===== src/rtl/main_control_if.sv =====
// Signal bundle between the multicycle main control FSM and the datapath it steers:
// opcode/memory handshake in, datapath control strobes, debug state and retire count out.
interface main_control_if;
  logic [5:0]  opcode;
  logic        mem_ready;
  logic        PCWrite;
  logic        PCWriteCond;
  logic        IorD;
  logic        MemRead;
  logic        MemWrite;
  logic        IRWrite;
  logic        MemtoReg;
  logic        RegDst;
  logic        RegWrite;
  logic        ALUSrcA;
  logic [1:0]  ALUSrcB;
  logic [1:0]  ALUOp;
  logic [1:0]  PCSource;
  logic        illegal_op;
  logic [3:0]  state;
  logic [31:0] instr_retired;

  modport master (
    input  opcode, mem_ready,
    output PCWrite, PCWriteCond, IorD, MemRead, MemWrite, IRWrite,
           MemtoReg, RegDst, RegWrite, ALUSrcA, ALUSrcB, ALUOp, PCSource,
           illegal_op, state, instr_retired
  );

  modport slave (
    output opcode, mem_ready,
    input  PCWrite, PCWriteCond, IorD, MemRead, MemWrite, IRWrite,
           MemtoReg, RegDst, RegWrite, ALUSrcA, ALUSrcB, ALUOp, PCSource,
           illegal_op, state, instr_retired
  );
endinterface


===== src/rtl/main_control_fsm.sv =====
// Multicycle main control: sequences fetch/decode/execute/memory/write-back,
// Moore-decodes datapath controls from state and counts retired instructions.
module main_control_fsm (
  input  logic       clk,
  input  logic       reset,
  main_control_if.master bus
);
  typedef enum logic [3:0] {
    FETCH  = 4'd0,  DECODE = 4'd1,  MEMADR = 4'd2,  MEMRD  = 4'd3,
    MEMWB  = 4'd4,  MEMWR  = 4'd5,  EXEC   = 4'd6,  ALUWB  = 4'd7,
    BRANCH = 4'd8,  JUMP   = 4'd9,  ADDIEX = 4'd10, ADDIWB = 4'd11
  } state_t;

  localparam logic [5:0] OP_RTYPE = 6'b000000;
  localparam logic [5:0] OP_LW    = 6'b100011;
  localparam logic [5:0] OP_SW    = 6'b101011;
  localparam logic [5:0] OP_BEQ   = 6'b000100;
  localparam logic [5:0] OP_ADDI  = 6'b001000;
  localparam logic [5:0] OP_J     = 6'b000010;

  state_t      state_r, state_next_s;
  logic        is_store_r;
  logic [31:0] retired_r;
  logic        retire_s;
  logic        pc_write_s, pc_write_cond_s, iord_s, mem_read_s, mem_write_s, ir_write_s;
  logic        mem_to_reg_s, reg_dst_s, reg_write_s, alu_src_a_s, illegal_s;
  logic [1:0]  alu_src_b_s, alu_op_s, pc_source_s;

  // State register
  always_ff @(posedge clk or posedge reset) begin
    if (reset) state_r <= FETCH;
    else       state_r <= state_next_s;
  end

  // Load/store choice is captured in DECODE so opcode only has to be valid there
  always_ff @(posedge clk or posedge reset) begin
    if (reset)                 is_store_r <= 1'b0;
    else if (state_r == DECODE) is_store_r <= (bus.opcode == OP_SW);
  end

  // Retired-instruction counter
  always_ff @(posedge clk or posedge reset) begin
    if (reset)         retired_r <= 32'd0;
    else if (retire_s) retired_r <= retired_r + 32'd1;
  end

  // Next-state and Moore output decode
  always_comb begin
    state_next_s    = FETCH;
    retire_s        = 1'b0;
    pc_write_s      = 1'b0;
    pc_write_cond_s = 1'b0;
    iord_s          = 1'b0;
    mem_read_s      = 1'b0;
    mem_write_s     = 1'b0;
    ir_write_s      = 1'b0;
    mem_to_reg_s    = 1'b0;
    reg_dst_s       = 1'b0;
    reg_write_s     = 1'b0;
    alu_src_a_s     = 1'b0;
    alu_src_b_s     = 2'b00;
    alu_op_s        = 2'b00;
    pc_source_s     = 2'b00;
    illegal_s       = 1'b0;
    case (state_r)
      FETCH: begin
        mem_read_s   = 1'b1;
        alu_src_b_s  = 2'b01;
        ir_write_s   = bus.mem_ready;
        pc_write_s   = bus.mem_ready;
        state_next_s = bus.mem_ready ? DECODE : FETCH;
      end
      DECODE: begin
        alu_src_b_s = 2'b11;
        case (bus.opcode)
          OP_LW, OP_SW: state_next_s = MEMADR;
          OP_RTYPE:     state_next_s = EXEC;
          OP_BEQ:       state_next_s = BRANCH;
          OP_J:         state_next_s = JUMP;
          OP_ADDI:      state_next_s = ADDIEX;
          default: begin
            state_next_s = FETCH;
            illegal_s    = 1'b1;
          end
        endcase
      end
      MEMADR: begin
        alu_src_a_s  = 1'b1;
        alu_src_b_s  = 2'b10;
        state_next_s = is_store_r ? MEMWR : MEMRD;
      end
      MEMRD: begin
        mem_read_s   = 1'b1;
        iord_s       = 1'b1;
        state_next_s = bus.mem_ready ? MEMWB : MEMRD;
      end
      MEMWB: begin
        mem_to_reg_s = 1'b1;
        reg_write_s  = 1'b1;
        retire_s     = 1'b1;
      end
      MEMWR: begin
        mem_write_s  = 1'b1;
        iord_s       = 1'b1;
        retire_s     = bus.mem_ready;
        state_next_s = bus.mem_ready ? FETCH : MEMWR;
      end
      EXEC: begin
        alu_src_a_s  = 1'b1;
        alu_op_s     = 2'b10;
        state_next_s = ALUWB;
      end
      ALUWB: begin
        reg_dst_s   = 1'b1;
        reg_write_s = 1'b1;
        retire_s    = 1'b1;
      end
      BRANCH: begin
        alu_src_a_s     = 1'b1;
        alu_op_s        = 2'b01;
        pc_write_cond_s = 1'b1;
        pc_source_s     = 2'b01;
        retire_s        = 1'b1;
      end
      JUMP: begin
        pc_write_s  = 1'b1;
        pc_source_s = 2'b10;
        retire_s    = 1'b1;
      end
      ADDIEX: begin
        alu_src_a_s  = 1'b1;
        alu_src_b_s  = 2'b10;
        state_next_s = ADDIWB;
      end
      ADDIWB: begin
        reg_write_s = 1'b1;
        retire_s    = 1'b1;
      end
      default: state_next_s = FETCH;
    endcase
  end

  // Controls are gated by reset so nothing is asserted while it is held
  assign bus.PCWrite       = pc_write_s      & ~reset;
  assign bus.PCWriteCond   = pc_write_cond_s & ~reset;
  assign bus.IorD          = iord_s          & ~reset;
  assign bus.MemRead       = mem_read_s      & ~reset;
  assign bus.MemWrite      = mem_write_s     & ~reset;
  assign bus.IRWrite       = ir_write_s      & ~reset;
  assign bus.MemtoReg      = mem_to_reg_s    & ~reset;
  assign bus.RegDst        = reg_dst_s       & ~reset;
  assign bus.RegWrite      = reg_write_s     & ~reset;
  assign bus.ALUSrcA       = alu_src_a_s     & ~reset;
  assign bus.ALUSrcB       = alu_src_b_s     & {2{~reset}};
  assign bus.ALUOp         = alu_op_s        & {2{~reset}};
  assign bus.PCSource      = pc_source_s     & {2{~reset}};
  assign bus.illegal_op    = illegal_s       & ~reset;
  assign bus.state         = state_r;
  assign bus.instr_retired = retired_r;
endmodule


===== src/flat_wrapper.sv =====
// flat-port wrapper written by rule: the top's interface ports become plain ports
module main_control_fsm_flat 
  (clk, reset, bus_opcode, bus_mem_ready, bus_PCWrite, bus_PCWriteCond, bus_IorD, bus_MemRead, bus_MemWrite, bus_IRWrite, bus_MemtoReg, bus_RegDst, bus_RegWrite, bus_ALUSrcA, bus_ALUSrcB, bus_ALUOp, bus_PCSource, bus_illegal_op, bus_state, bus_instr_retired);
  main_control_if bus_i ();
  input  logic clk;
  input  logic reset;
  input wire logic [$bits(bus_i.opcode)-1:0] bus_opcode;
  input wire logic [$bits(bus_i.mem_ready)-1:0] bus_mem_ready;
  output wire logic [$bits(bus_i.PCWrite)-1:0] bus_PCWrite;
  output wire logic [$bits(bus_i.PCWriteCond)-1:0] bus_PCWriteCond;
  output wire logic [$bits(bus_i.IorD)-1:0] bus_IorD;
  output wire logic [$bits(bus_i.MemRead)-1:0] bus_MemRead;
  output wire logic [$bits(bus_i.MemWrite)-1:0] bus_MemWrite;
  output wire logic [$bits(bus_i.IRWrite)-1:0] bus_IRWrite;
  output wire logic [$bits(bus_i.MemtoReg)-1:0] bus_MemtoReg;
  output wire logic [$bits(bus_i.RegDst)-1:0] bus_RegDst;
  output wire logic [$bits(bus_i.RegWrite)-1:0] bus_RegWrite;
  output wire logic [$bits(bus_i.ALUSrcA)-1:0] bus_ALUSrcA;
  output wire logic [$bits(bus_i.ALUSrcB)-1:0] bus_ALUSrcB;
  output wire logic [$bits(bus_i.ALUOp)-1:0] bus_ALUOp;
  output wire logic [$bits(bus_i.PCSource)-1:0] bus_PCSource;
  output wire logic [$bits(bus_i.illegal_op)-1:0] bus_illegal_op;
  output wire logic [$bits(bus_i.state)-1:0] bus_state;
  output wire logic [$bits(bus_i.instr_retired)-1:0] bus_instr_retired;
  assign bus_i.opcode = bus_opcode;
  assign bus_i.mem_ready = bus_mem_ready;
  assign bus_PCWrite = bus_i.PCWrite;
  assign bus_PCWriteCond = bus_i.PCWriteCond;
  assign bus_IorD = bus_i.IorD;
  assign bus_MemRead = bus_i.MemRead;
  assign bus_MemWrite = bus_i.MemWrite;
  assign bus_IRWrite = bus_i.IRWrite;
  assign bus_MemtoReg = bus_i.MemtoReg;
  assign bus_RegDst = bus_i.RegDst;
  assign bus_RegWrite = bus_i.RegWrite;
  assign bus_ALUSrcA = bus_i.ALUSrcA;
  assign bus_ALUSrcB = bus_i.ALUSrcB;
  assign bus_ALUOp = bus_i.ALUOp;
  assign bus_PCSource = bus_i.PCSource;
  assign bus_illegal_op = bus_i.illegal_op;
  assign bus_state = bus_i.state;
  assign bus_instr_retired = bus_i.instr_retired;
  main_control_fsm u_core (.clk(clk), .reset(reset), .bus(bus_i));
endmodule

===== config.mk =====
export PLATFORM = sky130hd
export DESIGN_NAME = main_control_fsm_flat
export DESIGN_NICKNAME = d
export VERILOG_FILES = /design/src/rtl/main_control_if.sv /design/src/rtl/main_control_fsm.sv /design/src/flat_wrapper.sv
export SDC_FILE = /design/constraint.sdc
export NUM_CORES = 1
export LEC_CHECK = 0
export ABC_CLOCK_PERIOD_IN_PS = 3080
export CAP_MARGIN = 10
export CORE_MARGIN = 3
export CORE_UTILIZATION = 35
export CTS_CLUSTER_DIAMETER = 40
export DETAILED_ROUTE_END_ITERATION = 8
export GPL_ROUTABILITY_DRIVEN = 0
export PLACE_DENSITY = 0.65
export SLEW_MARGIN = 20
export SYNTH_ARGS = -nofsm -noshare
export SYNTH_HDL_FRONTEND = slang
export SYNTH_SLANG_ARGS = --single-unit

===== constraint.sdc =====
create_clock -name clk -period 3.08 [get_ports clk]
set_input_delay 0.616 -clock clk [delete_from_list [all_inputs] [get_ports clk]]
set_output_delay 0.616 -clock clk [all_outputs]
set_load 0.01 [all_outputs]

==> reports/metrics.yaml <==
die_h_um: 82.24
initial_core_util_pct: 36.50
via_per_inst: 5.025
timing.rr.start: "u_core.bus.state[2]"
cts_tree: "yes"
cts_root_buffer: "clkbuf_8"
clock_sinks: 37
ios: 62
grt_max_degree: 38
ys_top_cells_by_area: "dfrtp_1 (46%), xnor2_1 (9.5%), xor2_1 (5.6%)"
crit_fanout: 5
setup_violations: 0
hold_path_class: "reg -> reg"
yosysSeqAreaShare_pct: 45.51
drt_first_pass_iters: 4
vias: 1809
slowest_delay_ns: 0.57
async_reset_ff_share_pct: 100.0
synth_cell_type_count: 37
syn_nets: 229
syn_area_um2: 2034
fin_tns_setup_ns: 0
ys_ff_latch: 37
rows: 27
stdcell_count: 360
synth_area_leader_cell: "dfrtp_1"
worstReg2RegEnd: "u_core.bus.instr_retired[29]"
hpwl_um: 3749
hold_viol_final: 0
cts_resized: 0
reg2reg_slack_ns: 0.70
htreeDepth: 2
multi_input_area_um2: 1031
p_per_area_nw_per_um2: 494.9
cp-end-kind: "output pin"
start_kind: "input pin"
post_drt_wl_per_cell_um: 13.48
post-cts-setup-buffers: 0
ys.flop_type: "dfrtp_1"
clock_skew_ns: 0.005959
io_buffers: 61
n_antenna_cell: 0
slowest_stage: "clkdlybuf4s50_1"
ctsHoldBuffers: 0
drtAntennaViolNets: 0
drt_iter0_drc: 83
grt-ovfl-total: 0
whs_path_depth: 1
core_um2: 5574
cts_buffers: 5
drc: 0
tightest_slew_ns: 0.4594
avgSynthCellArea_um2: 9.290
route.final.wire_length_um: 4852
synth_top_area_share_pct: 45.51
placedCellCount: 352
leakagePower_nw: 1.207
fin_crit_ns: 2.935
path_clk_slew_ns: 0.07
fin_area_um2: 2875
fillerInstances: 533
synthCells: 219
dpl_cell_area_um2: 2759
fin_crit_sh_pct: 95.30
synthToLayoutAreaGrowth_pct: 41.33
fmax_mhz: 340.7
grt_pass1_wl_um: 7948
layout-drive-gt1-share_pct: 7.292
dieWidth_um: 82.24
cp_num_buf_inv: 2
rsz0062_at_grt: "no"
seqCellArea_um2: 925.9
ir_drop_mv: 0.2973
maxCapViolCount: 0
worstPathArrival_ns: 2.32
status: "complete, no violations"
worstSkewPairLatency_ns: 0.29
crit_path_frequent_cell: "clkdlybuf4s50_1"
place_ws_ns: 0.1504
cts_buffer_depth: 2
grt_usage_pct: 15.26
die-area_um2: 6763
yosysMostFrequentCell: "dfrtp_1"
rr_worst_depth: 5
grt_pass1_vias: 1640
crit_family: "buffers and inverters"
hp-start: "u_core.bus.instr_retired[31]"
fin_nets: 297
ys_warn_count: 0
synth_edf_count: 0
path_class: "in -> out"
synth_common_cells: "dfrtp_1 (37), xnor2_1 (22), nor2_1 (20)"
startpoint: "bus_opcode[5]"
required_ns: 2.46
setup_slack_ns: 0.1449
crit_chain: "clkdlybuf4s50_1 > and3_1 > o21ai_0 > nand2_1 > nor3_1 > clkdlybuf4s50_1"
holdPathEnd: "u_core.bus.instr_retired[31]"
maxSlewHeadroom_pct: 69.37
antenna_found_initial: 0
slew_violations: 0
==> state kept, by name, summed over array words and instances, names as in the netlist <==
signal	flops
u_core.bus.state	4
u_core.is_store_r	1
u_core.bus.instr_retired	32
==> through the flow <==
step,total power [mW],hold slack (ns),util (%)
finish,1.423,0.4665,51.58
global route,1.504,0.5086,51.58
CTS,1.435,0.4772,51.58
detailed placement,0.9945,0.4675,49.49
global placement,0.9963,0.4623,49.49
floorplan,0.7950,0.4638,-
==> routing by layer <==
layer  GRT usage (%)  vias up  routed length (um)
li1                -      902                   -
met1           20.04      861                2223
met2           24.60       40                2336
met3           4.447        6                 251
met4           3.821        0                  40
met5               0        -                   0
==> how the worst max path moves through the flow <==
| stage | end | slack [ns] | cells past startpoint |
|---|---|---|---|
| detailed placement | bus_illegal_op | 0.15 | 6 |
| global placement | bus_illegal_op | 0.22 | 6 |
| global route | bus_illegal_op | 0.02 | 6 |
| floorplan | u_core.bus.instr_retired[29] | 0.78 | 7 |
| finish | bus_illegal_op | 0.14 | 6 |
| CTS | bus_illegal_op | 0.13 | 6 |
==> cell usage in the layout, fill, tap and decap left out <==
master / synthesis / layout
dfrtp_1: 37 / 37
xor2_1: 13 / 13
nand2_1: 19 / 19
nor3_1: 11 / 11
o21ai_0: 5 / 5
clkbuf_8: 0 / 6
o32ai_1: 2 / 2
nand2b_1: 7 / 7
buf_4: 1 / 10
or4_1: 1 / 1
a21oi_1: 4 / 4
o22a_1: 1 / 1
nand4_1: 14 / 14
nor4b_1: 1 / 1
nor4_1: 8 / 8
nand4b_1: 1 / 1
inv_1: 7 / 7
nor2_1: 20 / 20
ha_1: 1 / 1
o21a_1: 1 / 1
nor3_2: 1 / 1
and4_1: 1 / 1
nand3_1: 13 / 13
or4b_4: 1 / 1
and2_4: 1 / 1
nand3b_1: 1 / 1
xnor2_1: 22 / 22
mux2i_1: 2 / 2
or2_2: 1 / 1
o2111ai_1: 1 / 1
clkbuf_1: 6 / 1
clkdlybuf4s50_1: 0 / 61
o31ai_1: 1 / 1
and3_1: 8 / 8
nor2b_1: 2 / 2
bufinv_16: 0 / 1
o22ai_1: 1 / 1
==> cell families (layout without fill, tap and decap cells) <==
| logic type | after synthesis | in the layout | share of synthesized area (%) |
|---|---|---|---|
| and+or+nand+nor | 111 | 111 | 29.03 |
| DFF | 37 | 37 | 45.51 |
| xor gates and xnor gates | 35 | 35 | 15.07 |
| buffers and inverters | 17 | 86 | 3.813 |
| AOI/OAI and AO/OA | 16 | 16 | 4.982 |
| muxes | 2 | 2 | 0.9840 |
| adders and majority gates | 1 | 1 | 0.6149 |
==> cell type report <==
| type | count | area share (%) |
|---|---|---|
| multi-input combinational | 165 | 35.86 |
| sequential | 37 | 32.20 |
| timing repair buffer | 71 | 23.85 |
| tap | 72 | 3.133 |
| clock buffer | 7 | 3.003 |
| clock inverter | 1 | 1.044 |
| inverter | 7 | 0.9138 |
==> where the power goes <==
part           switching, mW  internal [mW]  total (mW)
sequential            0.0639          0.520       0.584
clock                  0.176          0.264       0.440
combinational          0.190          0.208       0.399
total                  0.430          0.993        1.42
Power figures use the tool's default switching activity.
